$ cat src/rtl/uart_pkg.sv
// ---------------------------------------------------------------------------
// uart_pkg
//  Shared definitions for the UART transmit and receive blocks.
//  - uart_state_t : 2-bit frame FSM encoding (IDLE/START/DATA/STOP), used by
//                   both uart_rx and uart_tx so debug views decode the same way.
//  - DBIT_DEF / OS_DEF / SB_TICK_DEF : default frame geometry (8N1, 16x).
//  - max_int / cnt_width : helpers for sizing the tick and bit counters.
// ---------------------------------------------------------------------------
package uart_pkg;

   typedef enum logic [1:0] {
      IDLE  = 2'd0,
      START = 2'd1,
      DATA  = 2'd2,
      STOP  = 2'd3
   } uart_state_t;

   localparam int DBIT_DEF    = 8;
   localparam int OS_DEF      = 16;
   localparam int SB_TICK_DEF = 16;

   function automatic int max_int(input int a, input int b);
      return (a > b) ? a : b;
   endfunction

   // Width needed to hold 0..n-1; never narrower than one bit.
   function automatic int cnt_width(input int n);
      return (n > 1) ? $clog2(n) : 1;
   endfunction

endpackage

$ cat src/rtl/uart_sync2.sv
// ---------------------------------------------------------------------------
// uart_sync2
//  Two-flop synchronizer for the asynchronous serial line. Both flops reset
//  to 1 (line idle level) so that leaving reset never looks like a start bit.
//  Ports:
//   clk  in  system clock
//   rst  in  asynchronous, active-high reset
//   d    in  asynchronous input
//   q    out synchronized output (two clk of latency)
// ---------------------------------------------------------------------------
module uart_sync2 (
   input  logic clk,
   input  logic rst,
   input  logic d,
   output logic q
);

   logic meta_q, meta_d;
   logic sync_q, sync_d;

   always_comb begin
      meta_d = d;
      sync_d = meta_q;
   end

   always_ff @(posedge clk or posedge rst) begin
      if (rst) begin
         meta_q <= 1'b1;
         sync_q <= 1'b1;
      end else begin
         meta_q <= meta_d;
         sync_q <= sync_d;
      end
   end

   assign q = sync_q;

endmodule

$ cat src/rtl/uart_rx.sv
// ---------------------------------------------------------------------------
// uart_rx
//  Serial-to-parallel UART receiver, 8N1 by default, LSB first, paced by a
//  16x oversampling tick shared with the baud generator. Samples every bit at
//  its centre, holds one received word for the host and reports framing and
//  overrun errors.
//  Ports:
//   clk          in   system clock
//   reset        in   asynchronous, active-high reset
//   rx           in   serial input, idle high, asynchronous to clk
//   s_tick       in   one-clk pulse, OS pulses per bit time
//   rx_rd        in   host consumed rx_dout (pulse)
//   rx_dout      out  received word (holding register)
//   rx_valid     out  holding register holds an unread word
//   rx_done_tick out  one-clk pulse at the end of every frame, good or bad
//   frame_err    out  stop bit of the word in rx_dout was sampled low
//   overrun_err  out  sticky: a frame was dropped because rx_valid was set
//  DBIT must be at least 2 (the shift register shifts in from the MSB).
// ---------------------------------------------------------------------------
module uart_rx
   import uart_pkg::*;
#(
   parameter int DBIT    = DBIT_DEF,
   parameter int SB_TICK = SB_TICK_DEF,
   parameter int OS      = OS_DEF
) (
   input  logic            clk,
   input  logic            reset,
   input  logic            rx,
   input  logic            s_tick,
   input  logic            rx_rd,
   output logic [DBIT-1:0] rx_dout,
   output logic            rx_valid,
   output logic            rx_done_tick,
   output logic            frame_err,
   output logic            overrun_err
);

   localparam int SW = cnt_width(max_int(OS, SB_TICK));
   localparam int NW = cnt_width(DBIT);

   // Tick counts at which the FSM acts. The start bit is checked half a bit
   // after the falling edge; from there every OS ticks lands on a bit centre.
   localparam logic [SW-1:0] S_MID      = SW'(OS / 2 - 1);
   localparam logic [SW-1:0] S_BIT_END  = SW'(OS - 1);
   localparam logic [SW-1:0] S_STOP_END = SW'(SB_TICK - 1);
   localparam logic [NW-1:0] N_LAST     = NW'(DBIT - 1);

   // Synchronized serial line; the raw rx is never used past this point.
   logic rx_s;

   uart_sync2 u_sync (
      .clk (clk),
      .rst (reset),
      .d   (rx),
      .q   (rx_s)
   );

   // Frame FSM and datapath state.
   uart_state_t     state_q, state_d;
   logic [SW-1:0]   s_q, s_d;
   logic [NW-1:0]   n_q, n_d;
   logic [DBIT-1:0] b_q, b_d;

   // Host-facing holding register and flags.
   logic [DBIT-1:0] dout_q, dout_d;
   logic            valid_q, valid_d;
   logic            done_q, done_d;
   logic            fe_q, fe_d;
   logic            ovr_q, ovr_d;

   // High for the single cycle in which the stop bit is sampled.
   logic            frame_end;

   // ------------------------------------------------------------------
   // Next-state logic for the frame FSM. All counting is gated by s_tick
   // so nothing moves between ticks except the IDLE start detection.
   // ------------------------------------------------------------------
   always_comb begin
      state_d   = state_q;
      s_d       = s_q;
      n_d       = n_q;
      b_d       = b_q;
      frame_end = 1'b0;

      unique case (state_q)
         IDLE: begin
            s_d = '0;
            if (!rx_s) begin
               state_d = START;
            end
         end

         START: begin
            if (s_tick) begin
               if (s_q == S_MID) begin
                  // A line that is high again at mid start bit was a glitch.
                  if (rx_s) begin
                     state_d = IDLE;
                  end else begin
                     state_d = DATA;
                     s_d     = '0;
                     n_d     = '0;
                  end
               end else begin
                  s_d = s_q + SW'(1);
               end
            end
         end

         DATA: begin
            if (s_tick) begin
               if (s_q == S_BIT_END) begin
                  // LSB arrives first, so shift in at the top.
                  b_d = {rx_s, b_q[DBIT-1:1]};
                  s_d = '0;
                  if (n_q == N_LAST) begin
                     state_d = STOP;
                  end else begin
                     n_d = n_q + NW'(1);
                  end
               end else begin
                  s_d = s_q + SW'(1);
               end
            end
         end

         STOP: begin
            if (s_tick) begin
               if (s_q == S_STOP_END) begin
                  // Back to IDLE even on a low stop bit; a held-low line
                  // (break) simply restarts start-bit qualification.
                  frame_end = 1'b1;
                  state_d   = IDLE;
               end else begin
                  s_d = s_q + SW'(1);
               end
            end
         end

         default: begin
            state_d = IDLE;
         end
      endcase
   end

   // ------------------------------------------------------------------
   // Holding register. A frame commits in the cycle its stop bit is
   // sampled; a read in that same cycle frees the register for the new
   // word, so the new word is never dropped when the host is keeping up.
   // ------------------------------------------------------------------
   always_comb begin
      dout_d  = dout_q;
      valid_d = valid_q;
      fe_d    = fe_q;
      ovr_d   = ovr_q;
      done_d  = frame_end;

      if (frame_end) begin
         if (!valid_q || rx_rd) begin
            dout_d  = b_q;
            fe_d    = ~rx_s;
            valid_d = 1'b1;
            if (rx_rd) begin
               ovr_d = 1'b0;
            end
         end else begin
            // Unread word still present: keep it and flag the loss.
            ovr_d = 1'b1;
         end
      end else if (rx_rd && valid_q) begin
         valid_d = 1'b0;
         ovr_d   = 1'b0;
      end
   end

   always_ff @(posedge clk or posedge reset) begin
      if (reset) begin
         state_q <= IDLE;
         s_q     <= '0;
         n_q     <= '0;
         b_q     <= '0;
         dout_q  <= '0;
         valid_q <= 1'b0;
         done_q  <= 1'b0;
         fe_q    <= 1'b0;
         ovr_q   <= 1'b0;
      end else begin
         state_q <= state_d;
         s_q     <= s_d;
         n_q     <= n_d;
         b_q     <= b_d;
         dout_q  <= dout_d;
         valid_q <= valid_d;
         done_q  <= done_d;
         fe_q    <= fe_d;
         ovr_q   <= ovr_d;
      end
   end

   assign rx_dout      = dout_q;
   assign rx_valid     = valid_q;
   assign rx_done_tick = done_q;
   assign frame_err    = fe_q;
   assign overrun_err  = ovr_q;

endmodule

$ cat config.mk
export PLATFORM = sky130hd
export DESIGN_NAME = uart_rx
export DESIGN_NICKNAME = d
export VERILOG_FILES = /design/src/rtl/uart_pkg.sv /design/src/rtl/uart_sync2.sv /design/src/rtl/uart_rx.sv
export SDC_FILE = /design/constraint.sdc
export NUM_CORES = 1
export LEC_CHECK = 0
export BUFFER_PORTS_ARGS = -buffer_cell sky130_fd_sc_hd__buf_2
export CAP_MARGIN = 25
export CORE_ASPECT_RATIO = 1.5
export CORE_MARGIN = 1.5
export CORE_UTILIZATION = 49
export CTS_CLUSTER_SIZE = 14
export DETAILED_ROUTE_END_ITERATION = 16
export MAX_ROUTING_LAYER = met4
export PLACE_DENSITY = 0.66
export SLEW_MARGIN = 10
export SYNTH_ARGS = -nofsm -noshare
export SYNTH_HDL_FRONTEND = slang
export SYNTH_SLANG_ARGS = --single-unit
$ cat constraint.sdc
create_clock -name clk -period 2.1 [get_ports clk]
set_input_delay 0.21 -clock clk [delete_from_list [all_inputs] [get_ports clk]]
set_output_delay 0.21 -clock clk [all_outputs]
set_load 0.01 [all_outputs]
==> results_dict.tcl <==
set metrics [dict create \
    synth_simple_gate_area_share_pct 13.4 \
    postRouteAntennaNets 0 \
    routedWlPerCell_um 14.1 \
    grt.total_usage_pct 18.9 \
    post_cts_buffers 0 \
    avgViaCountPerCell 5.34 \
    slew_headroom_pct 64.2 \
    clock-sinks 31 \
    synth.largest_area_cell "dfrtp_1" \
    finalSetupViolations 0 \
    r2r_slack_ns 0.38 \
    synth_ff_type "dfrtp_1" \
    synth_fa_ha_area_share_pct 2.62 \
    status "complete, but fails checks" \
    clock_path_buffers 2 \
    async_reset_ff_share_pct 100 \
    hold_slack_ns -0.00354 \
    p_per_area_nw_per_um2 1000 \
    antenna_found_initial 0 \
    cts_inserted_buffers 5 \
    io_pins 17 \
    syn_inst 113 \
    synth.area.mux_share_pct 17.0 \
    coreArea_um2 2730 \
    cts_tree "done" \
    dr.pass1.iters 6 \
    wl_met3_um 67 \
    timing.fmax_ghz 0.583 \
    dr.max_layer_used "met4" \
    cp-start-kind "flip-flop" \
    cts-root-buf "clkbuf_8" \
    vias 913 \
    io_buffers 16 \
    layout.nets 141 \
    cp_data_arrival_time_ns 1.88 \
    hold_viol 9 \
    final_util_pct 58.7 \
    final_area_um2 1600 \
    slew_viol_final 0 \
    synth_area_leaders "dfrtp_1, mux2_2, dfstp_2, buf_6, ha_1" \
    synth_compound_area_share_pct 7.42 \
    critical_path_class "reg -> reg" \
    endpoint_kind "flip-flop" \
    drcViolationCount 0 \
    htreeDepth 2 \
    worst_pin_slew_ns 0.536 \
    first_iter_violations 25 \
    initial_utilization_pct 52.4 \
    avgSynthCellArea_um2 12.7 \
    drive_gt1_share_pct 36.6 \
    hpwl_um 1760 \
    reg2reg_depth 6 \
    row_count 23 \
    violations "negative hold slack" \
    grt_pass1_vias 946 \
    rsz0062_at_grt "false" \
    dpl_cell_area_um2 1520 \
    syn_area_um2 1430 \
    cp_max_fo 3 \
    syn2layout_area_growth_pct 11.9 \
    clkTransAtPathRegs_ns 0.06 \
    diodes 0 \
    ir_worst_vdd_uv 504 \
    die_h_um 69.3 \
    clock_skew_ns 0.00779 \
    crit_required_ns 2.26 \
    gp_congestion 0.816 \
    grt_pass1_wl_um 4280 \
    die_x_um 47.2 \
    synth_top_cell_area_share_pct 50.6 \
    ys_seq_area_share_pct 54.3 \
    timing.rr.start "n_q[0]$_DFFE_PP0P_" \
    grt_max_degree 32 \
    yosysWarnings 0 \
    cts_resized 0 \
    clkLatencyLatePin_ns 0.28 \
    yosysMostFrequentCell "dfrtp_1" \
    synthXorXnorAreaFrac_pct 0.611 \
    holdBufCountCts 0 \
    hold_path.class "in -> async" \
    r2r_end "n_q[2]$_DFFE_PP0P_" \
    met1_length_um 1010 \
    synthTopCellsByCount "dfrtp_1, mux2_2, nand2_1, inv_1, nor2_1" \
    synth_top_family_by_area "multiplexers" \
    die_area_um2 3270 \
    finalCritPeriodShare_pct 81.7 \
    drt-total-wl_um 2410 \
    fin_crit_ns 1.72 \
    globalRoute.totalOverflow 0 \
    leakagePower_nw 0.833 \
    synth-edff-count 0 \
    met2WireLength_um 1270 \
    max_cap_violations 0 \
    syn-num-nets 121 \
    setup_slack_ns 0.383 \
    ys_ff_latch 31 \
    yosysUniqueCellTypes 32 \
    final.setup.tns_ns 0 \
    dp_slack_ns 0.375 \
]
-- where the power goes --
part / switching (mW) / internal [mW]
Sequential: 0.131 / 0.678
Combinational: 0.180 / 0.185
Clock: 0.197 / 0.232
-- how the worst max path moves through the flow --
stage / start / to / slack (ns)
after floorplan: n_q[0]$_DFFE_PP0P_ / n_q[0]$_DFFE_PP0P_ / 0.52
after global placement: n_q[0]$_DFFE_PP0P_ / n_q[1]$_DFFE_PP0P_ / 0.41
after detailed placement: n_q[0]$_DFFE_PP0P_ / n_q[1]$_DFFE_PP0P_ / 0.38
after CTS: n_q[0]$_DFFE_PP0P_ / n_q[1]$_DFFE_PP0P_ / 0.37
after global routing: n_q[0]$_DFFE_PP0P_ / n_q[0]$_DFFE_PP0P_ / 0.32
final: n_q[0]$_DFFE_PP0P_ / n_q[2]$_DFFE_PP0P_ / 0.38
-- stage by stage --
step,power [mW],cells
after detailed placement,1.19,163
after global placement,1.17,163
final,1.60,171
after CTS,1.62,171
after floorplan,1.15,113
after global routing,1.72,171
-- flip-flops by register name, indices dropped and copies added, names as in the netlist, 3 cells and up, named ones only --
name and count:
b_q 8, n_q 3, rx_dout 8, s_q 4
-- cell usage in the layout, fill, tap and decap left out, drive strengths merged --
cell     Yosys  layout
and2         2       2
o22ai        2       2
o21a         2       2
dfstp        2       2
nand3        2       2
nand2b       2       2
clkinv       0       1
a31oi        1       1
dfrtp       29      29
a311oi       1       1
a21oi        3       3
o22a         1       1
o221ai       1       1
clkbuf       0       7
and4         1       1
xnor2        1       1
o2bb2ai      1       1
buf          4      17
nor3b        2       2
mux2        19      19
nand2        9       9
nand4        1       1
and3b        3       3
mux2i        3       3
nor2         6       6
nand3b       1       1
o21ai        3       3
o211ai       1       1
inv          6       6
and3         1       1
ha           3       3
-- cell families (layout without fill, tap and decap cells) --
kind of cell    after synthesis  count (layout)
flops                        31              31
simple gates                 30              30
mux                          22              22
compound gates               16              16
buf+inv                      10              31
fa+ha+maj                     3               3
xor+xnor                      1               1
-- layout make-up --
class | instances | area (um2)
tap | 37 | 46.3
timing repair buffer | 17 | 87.6
multi-input combinational | 72 | 588
clock inverter | 1 | 5.00
fill | 242 | 1130
sequential | 31 | 778
inverter | 6 | 22.5
clock buffer | 7 | 76.3
-- worst max-delay path, cell delays in order, from the launching register on --
cell       delay, ns
dfrtp_1         0.40
ha_1            0.21
ha_1            0.20
nor2_1          0.10
o2bb2ai_1       0.13
and3b_4         0.23
mux2_2          0.34
-- routing by layer --
| layer | GRT usage [%] | up-vias |
|---|---|---|
| met2 | 28.8 | 13 |
| met3 | 5.47 | 5 |
| met5 | - | - |
| met4 | 8.33 | 0 |
| met1 | 22.6 | 455 |
| li1 | - | 440 |
Note: power is estimated with default switching activity, not from simulation.
